### src/rtl/alu_multicycle.sv
// Multi-cycle ALU execute stage: logic/arith ops finish in one EXEC cycle, while shifts
// move one bit position per cycle through an accumulator. Results are held in DONE until taken.
module alu_multicycle #(
  parameter int unsigned N = 32,
  parameter int unsigned S = $clog2(N)
) (
  input  logic         clk,
  input  logic         rst,
  input  logic         in_valid,
  output logic         in_ready,
  input  logic [3:0]   op,
  input  logic [N-1:0] a,
  input  logic [N-1:0] b,
  output logic         out_valid,
  input  logic         out_ready,
  output logic [N-1:0] result,
  output logic         overflow,
  output logic         zero
);

  localparam logic [3:0] OpAnd  = 4'b0000;
  localparam logic [3:0] OpOr   = 4'b0001;
  localparam logic [3:0] OpXor  = 4'b0010;
  localparam logic [3:0] OpNor  = 4'b0011;
  localparam logic [3:0] OpAdd  = 4'b0100;
  localparam logic [3:0] OpSub  = 4'b0101;
  localparam logic [3:0] OpSlt  = 4'b0110;
  localparam logic [3:0] OpSltu = 4'b0111;
  localparam logic [3:0] OpSll  = 4'b1000;
  localparam logic [3:0] OpSrl  = 4'b1001;
  localparam logic [3:0] OpSra  = 4'b1010;

  typedef enum logic [1:0] {StIdle, StExec, StDone} state_e;

  state_e         state_q, state_d;
  logic [3:0]     op_q, op_d;
  logic [N-1:0]   a_q, a_d, b_q, b_d;
  logic [N-1:0]   acc_q, acc_d;
  logic [S-1:0]   cnt_q, cnt_d;
  logic [N-1:0]   res_q, res_d;
  logic           ovf_q, ovf_d;
  logic           zero_q, zero_d;

  logic [N-1:0]   sum, diff, alu_res, acc_shift;
  logic           alu_ovf, is_shift;

  assign in_ready  = (state_q == StIdle);
  assign out_valid = (state_q == StDone);
  assign result    = res_q;
  assign overflow  = ovf_q;
  assign zero      = zero_q;

  assign sum      = a_q + b_q;
  assign diff     = a_q - b_q;
  assign is_shift = (op_q == OpSll) || (op_q == OpSrl) || (op_q == OpSra);

  always_comb begin
    alu_res = '0;
    alu_ovf = 1'b0;
    unique case (op_q)
      OpAnd:  alu_res = a_q & b_q;
      OpOr:   alu_res = a_q | b_q;
      OpXor:  alu_res = a_q ^ b_q;
      OpNor:  alu_res = ~(a_q | b_q);
      OpAdd: begin
        alu_res = sum;
        alu_ovf = (a_q[N-1] == b_q[N-1]) && (sum[N-1] != a_q[N-1]);
      end
      OpSub: begin
        alu_res = diff;
        alu_ovf = (a_q[N-1] != b_q[N-1]) && (diff[N-1] != a_q[N-1]);
      end
      // Direct signed compare stays correct when a - b would overflow.
      OpSlt:  alu_res = {{(N-1){1'b0}}, $signed(a_q) < $signed(b_q)};
      OpSltu: alu_res = {{(N-1){1'b0}}, a_q < b_q};
      default: begin
        alu_res = '0;
        alu_ovf = 1'b0;
      end
    endcase
  end

  always_comb begin
    acc_shift = acc_q;
    if (op_q == OpSll) begin
      acc_shift = {acc_q[N-2:0], 1'b0};
    end else if (op_q == OpSrl) begin
      acc_shift = {1'b0, acc_q[N-1:1]};
    end else if (op_q == OpSra) begin
      acc_shift = {acc_q[N-1], acc_q[N-1:1]};
    end
  end

  always_comb begin
    state_d = state_q;
    op_d    = op_q;
    a_d     = a_q;
    b_d     = b_q;
    acc_d   = acc_q;
    cnt_d   = cnt_q;
    res_d   = res_q;
    ovf_d   = ovf_q;
    zero_d  = zero_q;
    unique case (state_q)
      StIdle: begin
        if (in_valid) begin
          op_d    = op;
          a_d     = a;
          b_d     = b;
          acc_d   = a;
          cnt_d   = b[S-1:0];
          state_d = StExec;
        end
      end
      StExec: begin
        if (is_shift && (cnt_q != '0)) begin
          acc_d = acc_shift;
          cnt_d = cnt_q - S'(1);
        end else begin
          res_d   = is_shift ? acc_q : alu_res;
          ovf_d   = is_shift ? 1'b0 : alu_ovf;
          zero_d  = is_shift ? (acc_q == '0) : (alu_res == '0);
          state_d = StDone;
        end
      end
      StDone: begin
        if (out_ready) state_d = StIdle;
      end
      default: state_d = StIdle;
    endcase
  end

  always_ff @(posedge clk) begin
    if (rst) begin
      state_q <= StIdle;
      op_q    <= '0;
      a_q     <= '0;
      b_q     <= '0;
      acc_q   <= '0;
      cnt_q   <= '0;
      res_q   <= '0;
      ovf_q   <= 1'b0;
      zero_q  <= 1'b0;
    end else begin
      state_q <= state_d;
      op_q    <= op_d;
      a_q     <= a_d;
      b_q     <= b_d;
      acc_q   <= acc_d;
      cnt_q   <= cnt_d;
      res_q   <= res_d;
      ovf_q   <= ovf_d;
      zero_q  <= zero_d;
    end
  end

endmodule

### config.mk
export PLATFORM = sky130hd
export DESIGN_NAME = alu_multicycle
export DESIGN_NICKNAME = d
export VERILOG_FILES = /design/src/rtl/alu_multicycle.sv
export SDC_FILE = /design/constraint.sdc
export NUM_CORES = 1
export LEC_CHECK = 0
export CORE_ASPECT_RATIO = 1.75
export CORE_MARGIN = 2
export CORE_UTILIZATION = 40
export DETAILED_ROUTE_END_ITERATION = 12
export MAX_ROUTING_LAYER = met4
export PLACE_DENSITY_LB_ADDON = 0.3
export SYNTH_ARGS = -nofsm -noshare
export SYNTH_HDL_FRONTEND = slang
export SYNTH_SLANG_ARGS = --single-unit
### constraint.sdc
create_clock -name clk -period 4.4 [get_ports clk]
set_input_delay 0.88 -clock clk [delete_from_list [all_inputs] [get_ports clk]]
set_output_delay 0.88 -clock clk [all_outputs]
set_load 0.01 [all_outputs]
==> run_results.csv <==
group,metric,value,unit
power_and_ir_drop,design_power_total,4.76,mW
detailed_routing,postRouteAntennaNets,0,
min_path,hold-path-endpoint,"result[17]",
logic_synthesis,synthesis.instances,1616,
setup_path,critical_path.startpoint_type,"flop",
detailed_routing,drtPass1Iterations,8,
power_and_ir_drop,power.leakage,5.08,nW
setup_path,path_class,"reg -> reg",
logic_synthesis,synth_top_area_share,24.1,%
timing,fin_tns_setup,0,ns
floorplan,chipHeight,231,um
setup_path,r2r_slack,0.40,ns
setup_path,critical_path_peak_fanout,12,
timing,final_min_period_over_clock_period,91.0,%
min_path,min-delay-path-class,"reg -> reg",
power_and_ir_drop,power.share.clock,34.4,%
power_and_ir_drop,seqPwrFrac,31.6,%
power_and_ir_drop,netSwitchingFraction,36.6,%
logic_synthesis,postSynthRegisterBits,141,
clocking,root_buffer,"clkbuf_16",
timing,grt_setup_unrepaired,"no",
clocking,tritoncts_num_sinks,141,
clocking,clock_tree.buffer_depth,2,
power_and_ir_drop,power_density,344,nW/um2
grt,grt_max_degree,96,
floorplan,start_util,40.3,%
floorplan,floorplan.die_area,30800,um2
logic_synthesis,syn_avg_cell_area,7.26,um2
logic_synthesis,netlist.top_cell.by_area,"dfxtp_1",
timing,number_of_setup_violations_in_the_final_report,0,
timing,hold_slack,0.474,ns
final_layout,num_antenna_cells,0,
power_and_ir_drop,internal-power,3.01,mW
final_layout,finalCoreUtilization,47.5,%
clocking,postCtsSetupBuffers,0,
place,port-buffer-count,107,
logic_synthesis,synth_top_cells_by_area,"dfxtp_1, ha_1, a21oi_1, nand2_1, nor2_1",
final_layout,post_route_cells_drive_above_1_share,7.35,%
setup_path,arr_time_crit_path,4.40,ns
timing,hold_viol_final,0,
detailed_routing,wl_per_cell,22.4,um
timing,period_minus_slack,4.00,ns
logic_synthesis,synth.net_count,1791,
final_layout,n_fill_cell,2974,
run_status,outcome,"completed",
clocking,cts_tree,"built",
flow_run,total_of_max_cap_violations,0,
detailed_routing,drt-total-wl,46100,um
final_layout,nNetsFinal,1839,
grt,global_route_usage_sum,30.4,%
logic_synthesis,number_of_flops_mapped_to_enable_cells_by_yosys,0,
min_path,min_path_cells,2,
clocking,ctsResizeCount,0,
logic_synthesis,synth_async_sr_flop_share,0,%
detailed_routing,dr.first_iter.drc_count,1109,
clocking,cts-buffers-inserted,17,
logic_synthesis,dominantRegCellSynth,"dfxtp_1",
setup_path,cp_data_required_time,4.79,ns
grt,grt_pass1_wl,70400,um
clocking,cts.reportedPaths.clkPinSlew,0.06,ns
clocking,insertion_delay,0.45,ns
logic_synthesis,ys_seq_area_share,24.1,%
final_layout,fin_cells,2056,
setup_path,regToRegEndpoint,"zero",
place,final_gp_congestion,0.995,
detailed_routing,route.vias.total,12583,
place,placement.setup.worst_slack,0.424,ns
logic_synthesis,ys_types,95,
timing,finalMaxSlewViolations,0,
power_and_ir_drop,largest_voltage_drop_on_the_vdd_net,295,uV
detailed_routing,post_drt_via_cell_ratio,6.12,
setup_path,worst_r2r_path_depth,11,
final_layout,final_cell_area,13800,um2
min_path,worst_hold_startpoint,"result[17]",
place,dpl_cell_area,13200,um2
timing,relSlewSlack,29.2,%
setup_path,crit_path_end_kind,"flop",
grt,grt_antenna_before_repair,0,
timing,highest_clock_rate,250,MHz
grt,grt_pass1_vias,12139,
timing,worst_slack,0.397,ns
grt,gr-total-overflow,0,
logic_synthesis,syn-cell-area,11700,um2
power_and_ir_drop,comb_power_share,34.0,%
clocking,cts_htree_levels,4,
floorplan,core,29100,um2
power_and_ir_drop,switchingPower,1.74,mW
floorplan,placementRows,83,
floorplan,top_level_port_count,108,
timing,slew_worst_pin,1.06,ns
clocking,post_cts_hold_buffer_count,0,
logic_synthesis,synth_warnings,0,
final_layout,flow.area_growth_from_synthesis,17.7,%
place,dpl.cell_count,2027,
setup_path,r2r_start,"op_q[1]",
floorplan,die-width,133,um
place,dp.final_hpwl,35200,um
timing,final.setup_skew,0.00807,ns
detailed_routing,drc,0,
[layout by cell type, fill, tap and decap left out, types with 10 or more instances in the layout]
| master | count |
|---|---|
| nor4_1 | 22 |
| ha_1 | 101 |
| o31ai_1 | 11 |
| nand3_1 | 18 |
| nand4_1 | 17 |
| mux2i_1 | 38 |
| o21ai_0 | 45 |
| inv_1 | 96 |
| clkdlybuf4s50_1 | 106 |
| dfxtp_1 | 141 |
| a22oi_1 | 12 |
| nand2_1 | 196 |
| o211ai_1 | 12 |
| nor2_1 | 190 |
| nor3_1 | 44 |
| a31oi_1 | 11 |
| a21oi_1 | 204 |
| a221o_1 | 12 |
| clkbuf_16 | 17 |
| xnor2_1 | 14 |
| a21o_1 | 11 |
| a221oi_1 | 11 |
| a211oi_1 | 75 |
| nor2b_1 | 10 |
| buf_4 | 43 |
[how the worst max path moves through the flow]
stage | start | end | slack (ns) | depth (start not counted)
2_1_floorplan | a_q[0] | zero | 1.21 | 15
3_3_place_gp | op_q[1] | zero | 0.45 | 11
3_5_place_dp | op_q[1] | zero | 0.42 | 11
4_1_cts | op_q[1] | zero | 0.40 | 11
5_1_grt | b_q[10] | zero | 0.19 | 13
6_report | op_q[1] | zero | 0.40 | 11
[cells in the mapped netlist (6+ instances only)]
cell	count
a21oi_1	206
nand2_1	197
nor2_1	191
dfxtp_1	141
ha_1	101
inv_1	96
clkbuf_1	86
a211oi_1	75
o21ai_0	45
nor3_1	44
mux2i_1	38
buf_2	25
nor4_1	22
nand3_1	18
nand4_1	17
xnor2_1	14
a221o_1	12
a22oi_1	12
o211ai_1	12
a21o_1	11
a221oi_1	11
a31oi_1	11
nor2b_1	11
o31ai_1	11
and3_1	9
o21bai_1	9
nand2b_1	8
o21ai_1	8
or3_1	8
a311oi_1	7
and2_1	7
o21a_1	7
o221ai_1	7
or2_2	7
a21boi_0	6
buf_1	6
nor3b_1	6
[worst max-delay path: stages (launching register included)]
cell	delay, ns
dfxtp_1	0.72
or4b_1	0.47
mux2i_1	0.18
a2111oi_2	0.52
o31ai_1	0.23
a221oi_1	0.49
nand4_1	0.25
nor4_2	0.33
nand4_1	0.13
or3_1	0.35
nor3_2	0.11
a41o_1	0.17
[flip-flops by register name (all words and copies together), names as in the netlist]
| name | count |
|---|---|
| op_q | 4 |
| overflow | 1 |
| acc_q | 32 |
| a_q | 32 |
| cnt_q | 5 |
| zero | 1 |
| state_q | 2 |
| b_q | 32 |
| result | 32 |
[area by class of cell]
class,count,area (um2),share of cell area (%)
Clock inverter,10,190,1.38
Sequential cell,141,2820,20.4
Timing Repair Buffer,150,1400,10.2
Multi-Input combinational cell,1256,8090,58.6
Clock buffer,19,453,3.28
Inverter,98,368,2.66
Tap cell,382,478,3.46
[per-layer routing]
layer	part of all wire (%)	routed length, um	global-route usage, %
met1	40	18300	34.6
met2	50	23100	52.0
met3	4.9	2270	3.34
met4	5.5	2540	16.3
met5	0	0	-
[cell families (layout without fill, tap and decap cells)]
logic type / after synthesis / in the layout / synth area share, %
DFF: 141 / 141 / 24.1
buffers and inverters: 219 / 277 / 7.50
adders and majority gates: 103 / 103 / 11.1
AOI/OAI and AO/OA: 526 / 526 / 30.3
muxes: 42 / 42 / 3.72
xor gates and xnor gates: 16 / 16 / 1.20
and+or+nand+nor: 569 / 569 / 22.1
[power groups by stage]
stage               Sequential [mW]  Combinational (mW)  Clock (mW)
finish                         1.50                1.62        1.64
global route                   1.52                1.74        1.69
CTS                            1.50                1.59        1.65
detailed placement             1.53                1.58           0
global placement               1.53                1.58           0
floorplan                      1.49                1.03           0
No activity file was read; power rests on OpenSTA's default activity.
